### src/rtl/cmp_ge_serial_if.sv
// Handshake bundle for the digit-serial comparator: operand channel in,
// result channel out. The master side supplies operands and consumes results.
interface cmp_ge_serial_if #(
    parameter int width = 8
);
    logic             in_valid_i;
    logic             in_ready_o;
    logic [width-1:0] A_i;
    logic [width-1:0] B_i;
    logic             out_valid_o;
    logic             out_ready_i;
    logic             GE_o;
    logic             GT_o;
    logic             EQ_o;

    modport master (
        output in_valid_i, A_i, B_i, out_ready_i,
        input  in_ready_o, out_valid_o, GE_o, GT_o, EQ_o
    );

    modport slave (
        input  in_valid_i, A_i, B_i, out_ready_i,
        output in_ready_o, out_valid_o, GE_o, GT_o, EQ_o
    );
endinterface

### src/rtl/cmp_ge_serial.sv
// Digit-serial magnitude comparator. Operands are scanned MSB-first, `digit`
// bits per cycle, and the scan stops at the first differing digit. Signed
// operands are mapped to offset binary at capture so the scan is unsigned.
module cmp_ge_serial #(
    parameter int width = 8,
    parameter int digit = 2,
    parameter int sgn   = 0
) (
    input  logic             clk_i,
    input  logic             rst_i,
    cmp_ge_serial_if.slave   bus
);
    localparam int N  = width / digit;
    localparam int CW = (N > 1) ? $clog2(N) : 1;

    localparam logic [1:0] S_IDLE = 2'd0;
    localparam logic [1:0] S_SCAN = 2'd1;
    localparam logic [1:0] S_DONE = 2'd2;

    // Inverting the sign bit turns two's-complement order into unsigned order.
    localparam logic [width-1:0] SIGN_FLIP =
        (sgn != 0) ? (width'(1) << (width - 1)) : '0;

    logic [1:0]       r_state;
    logic [width-1:0] r_ra;
    logic [width-1:0] r_rb;
    logic [CW-1:0]    r_cnt;
    logic             r_ge;
    logic             r_gt;
    logic             r_eq;

    logic [digit-1:0] w_da;
    logic [digit-1:0] w_db;
    logic             w_accept;
    logic             w_scan;
    logic             w_diff;
    logic             w_last;

    assign w_da     = r_ra[width-1 -: digit];
    assign w_db     = r_rb[width-1 -: digit];
    assign w_accept = (r_state == S_IDLE) && bus.in_valid_i;
    assign w_scan   = (r_state == S_SCAN);
    assign w_diff   = (w_da != w_db);
    assign w_last   = (r_cnt == '0);

    // Handshake flags come straight from state, never from inputs.
    assign bus.in_ready_o  = (r_state == S_IDLE);
    assign bus.out_valid_o = (r_state == S_DONE);
    assign bus.GE_o        = r_ge;
    assign bus.GT_o        = r_gt;
    assign bus.EQ_o        = r_eq;

    // Control: accept, scan until a difference or the last digit, hold result.
    always_ff @(posedge clk_i or posedge rst_i) begin
        if (rst_i) begin
            r_state <= S_IDLE;
        end else begin
            case (r_state)
                S_IDLE:  if (bus.in_valid_i)     r_state <= S_SCAN;
                S_SCAN:  if (w_diff || w_last)   r_state <= S_DONE;
                S_DONE:  if (bus.out_ready_i)    r_state <= S_IDLE;
                default:                         r_state <= S_IDLE;
            endcase
        end
    end

    // Operand shift registers and digit counter; bus sampled only on accept.
    always_ff @(posedge clk_i or posedge rst_i) begin
        if (rst_i) begin
            r_ra  <= '0;
            r_rb  <= '0;
            r_cnt <= '0;
        end else if (w_accept) begin
            r_ra  <= bus.A_i ^ SIGN_FLIP;
            r_rb  <= bus.B_i ^ SIGN_FLIP;
            r_cnt <= CW'(N - 1);
        end else if (w_scan && !w_diff && !w_last) begin
            r_ra  <= r_ra << digit;
            r_rb  <= r_rb << digit;
            r_cnt <= r_cnt - CW'(1);
        end
    end

    // Result flags: written once per operation, held until the next result.
    always_ff @(posedge clk_i or posedge rst_i) begin
        if (rst_i) begin
            r_ge <= 1'b0;
            r_gt <= 1'b0;
            r_eq <= 1'b0;
        end else if (w_scan && w_diff) begin
            r_gt <= (w_da > w_db);
            r_ge <= (w_da > w_db);
            r_eq <= 1'b0;
        end else if (w_scan && w_last) begin
            r_gt <= 1'b0;
            r_ge <= 1'b1;
            r_eq <= 1'b1;
        end
    end
endmodule

### src/flat_wrapper.sv
// flat-port wrapper written by rule: the top's interface ports become plain ports
module cmp_ge_serial_flat 
#(
    parameter int width = 8,
    parameter int digit = 2,
    parameter int sgn   = 0
)
  (clk_i, rst_i, bus_in_valid_i, bus_A_i, bus_B_i, bus_out_ready_i, bus_in_ready_o, bus_out_valid_o, bus_GE_o, bus_GT_o, bus_EQ_o);
  cmp_ge_serial_if #(.width(width)) bus_i ();
  input  logic clk_i;
  input  logic rst_i;
  input wire logic [$bits(bus_i.in_valid_i)-1:0] bus_in_valid_i;
  input wire logic [$bits(bus_i.A_i)-1:0] bus_A_i;
  input wire logic [$bits(bus_i.B_i)-1:0] bus_B_i;
  input wire logic [$bits(bus_i.out_ready_i)-1:0] bus_out_ready_i;
  output wire logic [$bits(bus_i.in_ready_o)-1:0] bus_in_ready_o;
  output wire logic [$bits(bus_i.out_valid_o)-1:0] bus_out_valid_o;
  output wire logic [$bits(bus_i.GE_o)-1:0] bus_GE_o;
  output wire logic [$bits(bus_i.GT_o)-1:0] bus_GT_o;
  output wire logic [$bits(bus_i.EQ_o)-1:0] bus_EQ_o;
  assign bus_i.in_valid_i = bus_in_valid_i;
  assign bus_i.A_i = bus_A_i;
  assign bus_i.B_i = bus_B_i;
  assign bus_i.out_ready_i = bus_out_ready_i;
  assign bus_in_ready_o = bus_i.in_ready_o;
  assign bus_out_valid_o = bus_i.out_valid_o;
  assign bus_GE_o = bus_i.GE_o;
  assign bus_GT_o = bus_i.GT_o;
  assign bus_EQ_o = bus_i.EQ_o;
  cmp_ge_serial #(.width(width), .digit(digit), .sgn(sgn)) u_core (.clk_i(clk_i), .rst_i(rst_i), .bus(bus_i));
endmodule
### config.mk
export PLATFORM = sky130hd
export DESIGN_NAME = cmp_ge_serial_flat
export DESIGN_NICKNAME = d
export VERILOG_FILES = /design/src/rtl/cmp_ge_serial_if.sv /design/src/rtl/cmp_ge_serial.sv /design/src/flat_wrapper.sv
export SDC_FILE = /design/constraint.sdc
export NUM_CORES = 1
export LEC_CHECK = 0
export ABC_AREA = 0
export CORE_UTILIZATION = 53
export DETAILED_ROUTE_END_ITERATION = 16
export PLACE_DENSITY_LB_ADDON = 0.05
export SYNTH_ARGS = -nofsm -noshare
export SYNTH_HDL_FRONTEND = slang
export SYNTH_SLANG_ARGS = --single-unit
### constraint.sdc
create_clock -name clk_i -period 2.6 [get_ports clk_i]
set_input_delay 0.52 -clock clk_i [delete_from_list [all_inputs] [get_ports clk_i]]
set_output_delay 0.52 -clock clk_i [all_outputs]
set_load 0.02 [all_outputs]
==> results.sh, run 1 <==
export IMPL_outcome="complete, no violations"
export IMPL_synth_seq_area_share_pct=49.8
export IMPL_grt_pass1_wl_um=4230
export IMPL_synth_compound_area_share_pct=23.9
export IMPL_grt_util_all_layers_pct=23.3
export IMPL_synth_fa_ha_area_share_pct=3.25
export IMPL_ys_seq_elements=23
export IMPL_crit_path_start_kind="flop"
export IMPL_place_area_um2=1400
export IMPL_hold_path_class="reg2reg"
export IMPL_dp_slack_ns=0.538
export IMPL_drtIter0Drc=25
export IMPL_vias=992
export IMPL_setup_ws_ns=0.497
export IMPL_final_cell_mix="clkdlybuf4s50_1 (24), dfrtp_1 (23), a21oi_1 (18)"
export IMPL_antenna_found_initial=0
export IMPL_num_rows=16
export IMPL_hpwlAfterDp_um=1650
export IMPL_synth_xor_area_share_pct=0
export IMPL_wirelength_um=2430
export IMPL_diodes=0
export IMPL_path_clk_slew_ns=0.12
export IMPL_synth_top_family_by_area="compound AO/OA/AOI/OAI gates"
export IMPL_rsz0062_at_grt="no"
export IMPL_first_global_vias=986
export IMPL_required_ns=2.08
export IMPL_cts_max_level=1
export IMPL_postCtsSetupRepairBufs=0
export IMPL_top_layer="met4"
export IMPL_relSlewSlack_pct=47.7
export IMPL_cts_root_buffer="clkbuf_4"
export IMPL_syn_nets=152
export IMPL_finalInstanceArea_um2=1420
export IMPL_path_max_fanout=6
export IMPL_setup_tns_ns=0
export IMPL_syn_inst=129
export IMPL_cap_violations=0
export IMPL_synth_top_cells_by_area="dfrtp_1 (50%), a21oi_1 (7.8%), o21ai_0 (7.4%)"
export IMPL_post_cts_resize_count=0
export IMPL_avgRoutedWirePerCell_um=13.7
export IMPL_synth_simple_gate_area_share_pct=15.9
export IMPL_fin_nets=175
export IMPL_cp_arrival_ns=1.58
export IMPL_crit_type="reg2out"
export IMPL_yosysTopAreaCell="dfrtp_1"
export IMPL_cts_buffers=3
export IMPL_syn_to_final_growth_pct=23.2
export IMPL_die_y_um=48.7
export IMPL_cts_hold_buffers=0
export IMPL_p_leak_nw=0.607
export IMPL_core_area_um2=2000
export IMPL_fmax_ghz=0.475
export IMPL_gp_congestion=0.736
export IMPL_synth_area_mux_share_pct=0
export IMPL_setup_viol=0
export IMPL_final_common_cell="clkdlybuf4s50_1"
export IMPL_worstMarginPinSlew_ns=0.784
export IMPL_post_route_period_util_pct=80.9
export IMPL_final_antenna_net_count=0
export IMPL_hold_viol_final=0
export IMPL_skew_ns=0.00464
export IMPL_cp_cell_sequence="nand2b_1 > inv_1 > clkdlybuf4s50_1"
export IMPL_crit_path_max_incr_delay_ns=0.59
export IMPL_route_met2_wl_um=1190
export IMPL_clockBufferDepth=2
export IMPL_route_met3_wl_um=92
export IMPL_dieArea_um2=2370
export IMPL_cts_tree="built"
export IMPL_port_buffers=24
export IMPL_drive_gt1_share_pct=9.27
export IMPL_yosysWarnings=0
export IMPL_drcViolationCount=0
export IMPL_io_pins=25
export IMPL_p_per_area_nw_per_um2=1160
export IMPL_cp_slowest_cell="clkdlybuf4s50_1"
export IMPL_first_pass_iters=4
export IMPL_syn_area_per_cell_um2=8.95
export IMPL_die_width_um=48.7
export IMPL_grt_overflow_total=0
export IMPL_hold_worst_slack_ns=0.519
export IMPL_wl_met1_um=1110
export IMPL_initial_utilization_pct=57.7
export IMPL_syn_cell_area_um2=1150
export IMPL_synth_distinct_cells=23
export IMPL_drv_slew=0
export IMPL_yosys_area_top_type_share_pct=49.8
export IMPL_fin_util_pct=71.1
export IMPL_period_needed_ns=2.10
export IMPL_peakVddDrop_uv=917
export IMPL_viasPerCell=5.57
export IMPL_grt_max_degree=24
export IMPL_cts_sinks=23
export IMPL_worst_setup_path_end_kind="output pin"
export IMPL_insertion_delay_ns=0.31
## area by class of cell
class,instances,area (um^2)
well taps,27,33.8
inverters,7,26.3
clock buffers,4,26.3
repair buffers,27,263
fillers,140,579
multi-input cells,90,498
flip-flops and latches,23,576
## report_power, final
group          switching [mW]  total (mW)  internal (mW)
Clock                   0.105       0.164         0.0599
Combinational           0.546       0.867          0.321
Sequential             0.0936       0.615          0.522
## worst paths after layout
| check | startpoint | endpoint | slack [ns] | depth (start not counted) |
|---|---|---|---|---|
| max | u_core.r_state[0]$_DFFE_PP0P_ | bus_out_valid_o | 0.50 | 3 |
| min | u_core.bus.GT_o$_DFFE_PP0P_ | u_core.bus.GT_o$_DFFE_PP0P_ | 0.52 | 1 |
| max reg2reg | u_core.r_ra[7]$_DFFE_PP0P_ | u_core.r_ra[1]$_DFFE_PP0P_ | 0.76 | 4 |
| min in group asynchronous | rst_i | u_core.r_ra[0]$_DFFE_PP0P_ | 0.53 | 3 |
| max in group asynchronous | rst_i | u_core.r_rb[7]$_DFFE_PP0P_ | 1.84 | 3 |
| min reg2reg | u_core.bus.GT_o$_DFFE_PP0P_ | u_core.bus.GT_o$_DFFE_PP0P_ | 0.52 | 1 |
## state kept, by name (all words and copies together) (netlist names)
name and flops:
u_core.bus.GT_o 1, u_core.r_rb 8, u_core.bus.EQ_o 1, u_core.r_cnt 2
u_core.bus.GE_o 1, u_core.r_state 2, u_core.r_ra 8
## cells in the mapped netlist, drive strengths merged
cell and number:
ha 3, nand2b 2, a21oi 18, dfrtp 23, nand2 13, or3b 1, a31oi 12, nor3b 1
inv 7, o2bb2ai 1, nand3b 1, buf 8, nor2b 1, o211ai 1, o21ai 19, nor3 1
and3b 1, clkbuf 1, nor2 15
## critical path: cells and delay by family (launching register included)
kind                   cells  cell delay, ns
buffers and inverters      2            0.64
flip-flops                 1            0.46
AND/OR/NAND/NOR            1            0.18
## logic make-up after synthesis
family | count (synthesis)
buffers and inverters | 16
AOI/OAI and AO/OA | 51
adders and majority gates | 3
DFF | 23
and+or+nand+nor | 36
## stage by stage
step	instances	power, mW
5_1_grt	178	1.80
4_1_cts	178	1.65
3_5_place_dp	174	1.48
3_3_place_gp	174	1.45
6_report	178	1.65
2_1_floorplan	129	1.27
## per-layer routing
layer	vias up	track usage, %
met4	0	7.35
li1	490	-
met2	28	38.0
met5	-	0
met3	6	3.77
met1	468	31.7
(Power assumes the default switching activity.)
==> run 2, diff against run 1 <==
--- a/config.mk
+++ b/config.mk
@@ -6,7 +6,7 @@
 export NUM_CORES = 1
 export LEC_CHECK = 0
 export ABC_AREA = 0
-export CORE_UTILIZATION = 53
+export CORE_UTILIZATION = 44
 export DETAILED_ROUTE_END_ITERATION = 16
 export PLACE_DENSITY_LB_ADDON = 0.05
 export SYNTH_ARGS = -nofsm -noshare
==> constraint.sdc (replaced) <==
create_clock -name clk_i -period 1.9 [get_ports clk_i]
set_input_delay 0.38 -clock clk_i [delete_from_list [all_inputs] [get_ports clk_i]]
set_output_delay 0.38 -clock clk_i [all_outputs]
set_load 0.02 [all_outputs]
==> results.sh, run 2 (synthesis results as in run 1) <==
export IMPL_peakVddDrop_uv=1160
export IMPL_wl_met1_um=1190
export IMPL_hold_path_class="in2async"
export IMPL_cts_root_buffer="clkbuf_4"
export IMPL_period_needed_ns=1.69
export IMPL_crit_buf_inv=2
export IMPL_grt_pass1_wl_um=4190
export IMPL_drtIter0Drc=20
export IMPL_setup_viol=0
export IMPL_syn_to_final_growth_pct=25.7
export IMPL_crit_path_max_incr_delay_ns=0.45
export IMPL_path_clk_slew_ns=0.13
export IMPL_insertion_delay_ns=0.31
export IMPL_grt_util_all_layers_pct=20.5
export IMPL_cp_cell_sequence="nand2b_1 > inv_1 > dlygate4sd2_1"
export IMPL_skew_ns=0.00635
export IMPL_dp_slack_ns=0.136
export IMPL_first_global_vias=943
export IMPL_die_width_um=53.2
export IMPL_diodes=0
export IMPL_drcViolationCount=0
export IMPL_first_pass_iters=4
export IMPL_final_cell_mix="dfrtp_1 (23), clkdlybuf4s50_1 (22), a21oi_1 (18)"
export IMPL_final_antenna_net_count=0
export IMPL_reg_top3="u_core.r_ra (8), u_core.r_rb (8)"
export IMPL_post_route_period_util_pct=88.8
export IMPL_required_ns=1.52
export IMPL_cap_violations=0
export IMPL_rr_worst_depth=5
export IMPL_path_max_fanout=6
export IMPL_cts_hold_buffers=0
export IMPL_route_met3_wl_um=101
export IMPL_layout_cells_non_filler=184
export IMPL_postCtsSetupRepairBufs=0
export IMPL_viasPerCell=5.50
export IMPL_cts_buffers=3
export IMPL_grt_max_degree=24
export IMPL_rsz0062_at_grt="no"
export IMPL_fillers=248
export IMPL_final_common_cell="dfrtp_1"
export IMPL_top_layer="met4"
export IMPL_setup_ws_ns=0.212
export IMPL_cp_slowest_cell="dfrtp_1"
export IMPL_die_y_um=53.2
export IMPL_drive_gt1_share_pct=11.7
export IMPL_vias=1012
export IMPL_p_leak_nw=0.636
export IMPL_hpwlAfterDp_um=1680
export IMPL_io_pins=25
export IMPL_crit_type="reg2out"
export IMPL_wirelength_um=2520
export IMPL_gp_congestion=0.710
export IMPL_worstMarginPinSlew_ns=0.536
export IMPL_antenna_found_initial=0
export IMPL_port_buffers=24
export IMPL_worst_setup_path_end_kind="output pin"
export IMPL_num_rows=18
export IMPL_grt_overflow_total=0
export IMPL_cp_arrival_ns=1.31
export IMPL_dieArea_um2=2830
export IMPL_path_depth=3
export IMPL_p_per_area_nw_per_um2=1610
export IMPL_relSlewSlack_pct=64.3
export IMPL_critical_path_top_delay_family="flip-flops"
export IMPL_fin_nets=178
export IMPL_cts_max_level=1
export IMPL_dp_cells=180
export IMPL_outcome="complete, no violations"
export IMPL_core_area_um2=2480
export IMPL_crit_path_start_kind="flop"
export IMPL_initial_utilization_pct=46.6
export IMPL_avgRoutedWirePerCell_um=13.7
export IMPL_setup_tns_ns=0
export IMPL_fin_util_pct=58.6
export IMPL_clockBufferDepth=2
export IMPL_hold_worst_slack_ns=0.389
export IMPL_fmax_ghz=0.593
export IMPL_drv_slew=0
export IMPL_cts_tree="built"
export IMPL_route_met2_wl_um=1210
export IMPL_hold_viol_final=0
export IMPL_cts_sinks=23
export IMPL_post_cts_resize_count=1
==> run 2: cell count changes in the layout (fill, tap and decap cells not counted), sizes merged <==
cell           change
dlygate4sd2        +1
clkdlybuf4s50      -2
buf                +3
clkinv             +1
dlymetal6s2s       +1
clkbuf             -1
==> run 2: where the power goes <==
part	switching (mW)	leakage [nW]	internal, mW
sequential	0.127	0.266	0.714
combinational	0.770	0.353	0.493
clock	0.147	0.0177	0.0786
==> run 2: layout make-up <==
class,instances,area [um^2],share of cell area [%]
clock buffers,3,22.5,1.55
inverters,7,26.3,1.81
multi-input cells,90,498,34.3
well taps,30,37.5,2.59
repair buffers,30,287,19.7
flip-flops and latches,23,576,39.7
clock inverters,1,5.00,0.345
==> run 2: stage by stage <==
stage	area, um^2	power [mW]
after floorplan	1150	1.74
after detailed placement	1420	2.12
after global placement	1420	2.09
final	1450	2.33
after CTS	1450	2.34
after global routing	1450	2.53
==> run 2: worst paths after layout <==
path	from	endpoint	slack [ns]
max in group asynchronous	rst_i	u_core.bus.EQ_o$_DFFE_PP0P_	1.28
max	u_core.r_state[0]$_DFFE_PP0P_	bus_out_valid_o	0.21
min	rst_i	u_core.r_rb[3]$_DFFE_PP0P_	0.39
max reg2reg	u_core.r_rb[6]$_DFFE_PP0P_	u_core.r_rb[6]$_DFFE_PP0P_	0.38
min reg2reg	u_core.bus.GT_o$_DFFE_PP0P_	u_core.bus.GT_o$_DFFE_PP0P_	0.51
min in group clk_i	u_core.bus.GT_o$_DFFE_PP0P_	u_core.bus.GT_o$_DFFE_PP0P_	0.51
==> run 2: layer usage <==
metal / vias to the layer above / global-route usage (%)
met5: - / 0
li1: 498 / -
met2: 28 / 34.6
met1: 484 / 26.2
met4: 0 / 7.89
met3: 2 / 2.59
==> run 2: worst register-to-register path: cells and delay by family, from the launching register on <==
| kind | cells | cell delay [ns] |
|---|---|---|
| AOI/OAI and AO/OA | 2 | 0.28 |
| adders and majority gates | 1 | 0.34 |
| buffers and inverters | 1 | 0.18 |
| and+or+nand+nor | 1 | 0.19 |
| DFF | 1 | 0.42 |
==> run 3, diff against run 2 <==
--- a/config.mk
+++ b/config.mk
@@ -7,8 +7,11 @@
 export LEC_CHECK = 0
 export ABC_AREA = 0
 export CORE_UTILIZATION = 44
+export CTS_BUF_LIST = sky130_fd_sc_hd__clkbuf_4 sky130_fd_sc_hd__clkbuf_8 sky130_fd_sc_hd__clkbuf_16
 export DETAILED_ROUTE_END_ITERATION = 16
+export HOLD_SLACK_MARGIN = 0.03
 export PLACE_DENSITY_LB_ADDON = 0.05
+export REMOVE_ABC_BUFFERS = 1
 export SYNTH_ARGS = -nofsm -noshare
 export SYNTH_HDL_FRONTEND = slang
 export SYNTH_SLANG_ARGS = --single-unit
==> results.sh, run 3 (synthesis results as in run 1) <==
export IMPL_outcome="complete, no violations"
export IMPL_die_y_um=53.2
export IMPL_p_leak_nw=0.641
export IMPL_cp_arrival_ns=1.33
export IMPL_r2r_start="u_core.r_ra[7]$_DFFE_PP0P_"
export IMPL_cts_hold_buffers=0
export IMPL_clockBufferDepth=2
export IMPL_fmax_ghz=0.586
export IMPL_period_needed_ns=1.71
export IMPL_io_pins=25
export IMPL_drive_gt1_share_pct=12.3
export IMPL_grt_overflow_total=0
export IMPL_skew_ns=0.00423
export IMPL_critPathCapture="bus_out_valid_o"
export IMPL_cts_buffers=3
export IMPL_first_pass_iters=4
export IMPL_viasPerCell=5.48
export IMPL_grt_util_all_layers_pct=21.2
export IMPL_fillers=235
export IMPL_cts_root_buffer="clkbuf_4"
export IMPL_final_antenna_net_count=0
export IMPL_grt_pass1_wl_um=4300
export IMPL_cts_tree="built"
export IMPL_worst_setup_path_end_kind="output pin"
export IMPL_wirelength_um=2510
export IMPL_core_area_um2=2480
export IMPL_rsz0062_at_grt="no"
export IMPL_syn_to_final_growth_pct=26.5
export IMPL_gp_congestion=0.741
export IMPL_drcViolationCount=0
export IMPL_path_max_fanout=6
export IMPL_grt_max_degree=24
export IMPL_peakVddDrop_uv=885
export IMPL_diodes=0
export IMPL_reg_top3="u_core.r_ra (8), u_core.r_rb (8)"
export IMPL_required_ns=1.52
export IMPL_cp_startpoint="u_core.r_state[0]$_DFFE_PP0P_"
export IMPL_setup_tns_ns=0
export IMPL_post_route_period_util_pct=89.8
export IMPL_p_per_area_nw_per_um2=1620
export IMPL_relSlewSlack_pct=64.2
export IMPL_num_rows=18
export IMPL_path_clk_slew_ns=0.12
export IMPL_drv_slew=0
export IMPL_hpwlAfterDp_um=1720
export IMPL_avgRoutedWirePerCell_um=13.6
export IMPL_worstMarginPinSlew_ns=0.537
export IMPL_dieArea_um2=2830
export IMPL_crit_path_start_kind="flop"
export IMPL_initial_utilization_pct=46.6
export IMPL_die_width_um=53.2
export IMPL_insertion_delay_ns=0.31
export IMPL_first_global_vias=928
export IMPL_cts_sinks=23
export IMPL_r2r_end="u_core.r_ra[6]$_DFFE_PP0P_"
export IMPL_final_cell_mix="dfrtp_1 (23), clkdlybuf4s50_1 (22), a21oi_1 (18)"
export IMPL_cts_max_level=1
export IMPL_cap_violations=0
export IMPL_antenna_found_initial=0
export IMPL_port_buffers=24
export IMPL_hold_viol_final=0
export IMPL_fin_nets=179
export IMPL_p_total_mw=2.36
export IMPL_crit_type="reg2out"
export IMPL_reg2reg_slack_ns=0.31
export IMPL_setup_viol=0
export IMPL_rr_worst_depth=5
export IMPL_final_common_cell="dfrtp_1"
export IMPL_drtIter0Drc=27
export IMPL_hold_path_class="in2async"
export IMPL_vias=1014
-- run 3: cell types whose count changed in the layout (fill, tap and decap cells not counted) --
| cell | before | now |
|---|---|---|
| clkinv_2 | 1 | 0 |
| clkbuf_4 | 3 | 4 |
| buf_4 | 6 | 7 |
-- run 3: worst min-delay path by stage --
stage,endpoint,cells after the start,startpoint
after floorplan,u_core.bus.EQ_o$_DFFE_PP0P_,1,rst_i
after global placement,u_core.bus.GT_o$_DFFE_PP0P_,1,u_core.bus.GT_o$_DFFE_PP0P_
after detailed placement,u_core.bus.GT_o$_DFFE_PP0P_,1,u_core.bus.GT_o$_DFFE_PP0P_
after CTS,u_core.r_state[1]$_DFFE_PP0P_,3,rst_i
after global routing,u_core.r_state[1]$_DFFE_PP0P_,3,rst_i
final,u_core.r_cnt[1]$_DFFE_PP0P_,3,rst_i
-- run 3: critical path: stages (launching register included) --
cell,delay [ns]
dfrtp_1,0.45
nand2b_1,0.18
inv_1,0.07
dlygate4sd2_1,0.32
-- run 3: through the flow --
stage	cells	hold WS [ns]	setup WS, ns	util (%)	instance area (um^2)
floorplan	120	0.382	0.441	-	1100
global placement	181	0.481	0.223	57.7	1430
detailed placement	181	0.495	0.198	57.7	1430
CTS	185	0.410	0.0326	58.9	1460
global route	185	0.414	0.135	59.0	1460
finish	185	0.406	0.194	59.0	1460
-- run 3: timing repair --
item,CTS,global route
resized for setup,1,1
endpoints found under the setup margin,1,1
buffers inserted,0,0
-- run 3: final cells by class --
class	instances	area [um^2]	area share [%]
sequential	23	576	39.4
multi-input combinational	90	498	34.1
timing repair buffer	31	294	20.1
tap	30	37.5	2.57
clock buffer	4	30.0	2.05
inverter	7	26.3	1.80
-- run 3: power breakdown --
part / switching, mW / internal, mW
clock: 0.144 / 0.0963
sequential: 0.124 / 0.714
combinational: 0.769 / 0.518
-- run 3: layer usage --
layer / GRT usage, % / part of all wire [%] / vias up
met5: 0 / 0 / -
met1: 29.3 / 48 / 492
met4: 3.95 / 0.40 / 0
met2: 32.7 / 48 / 21
met3: 6.03 / 3.9 / 2
li1: - / - / 499
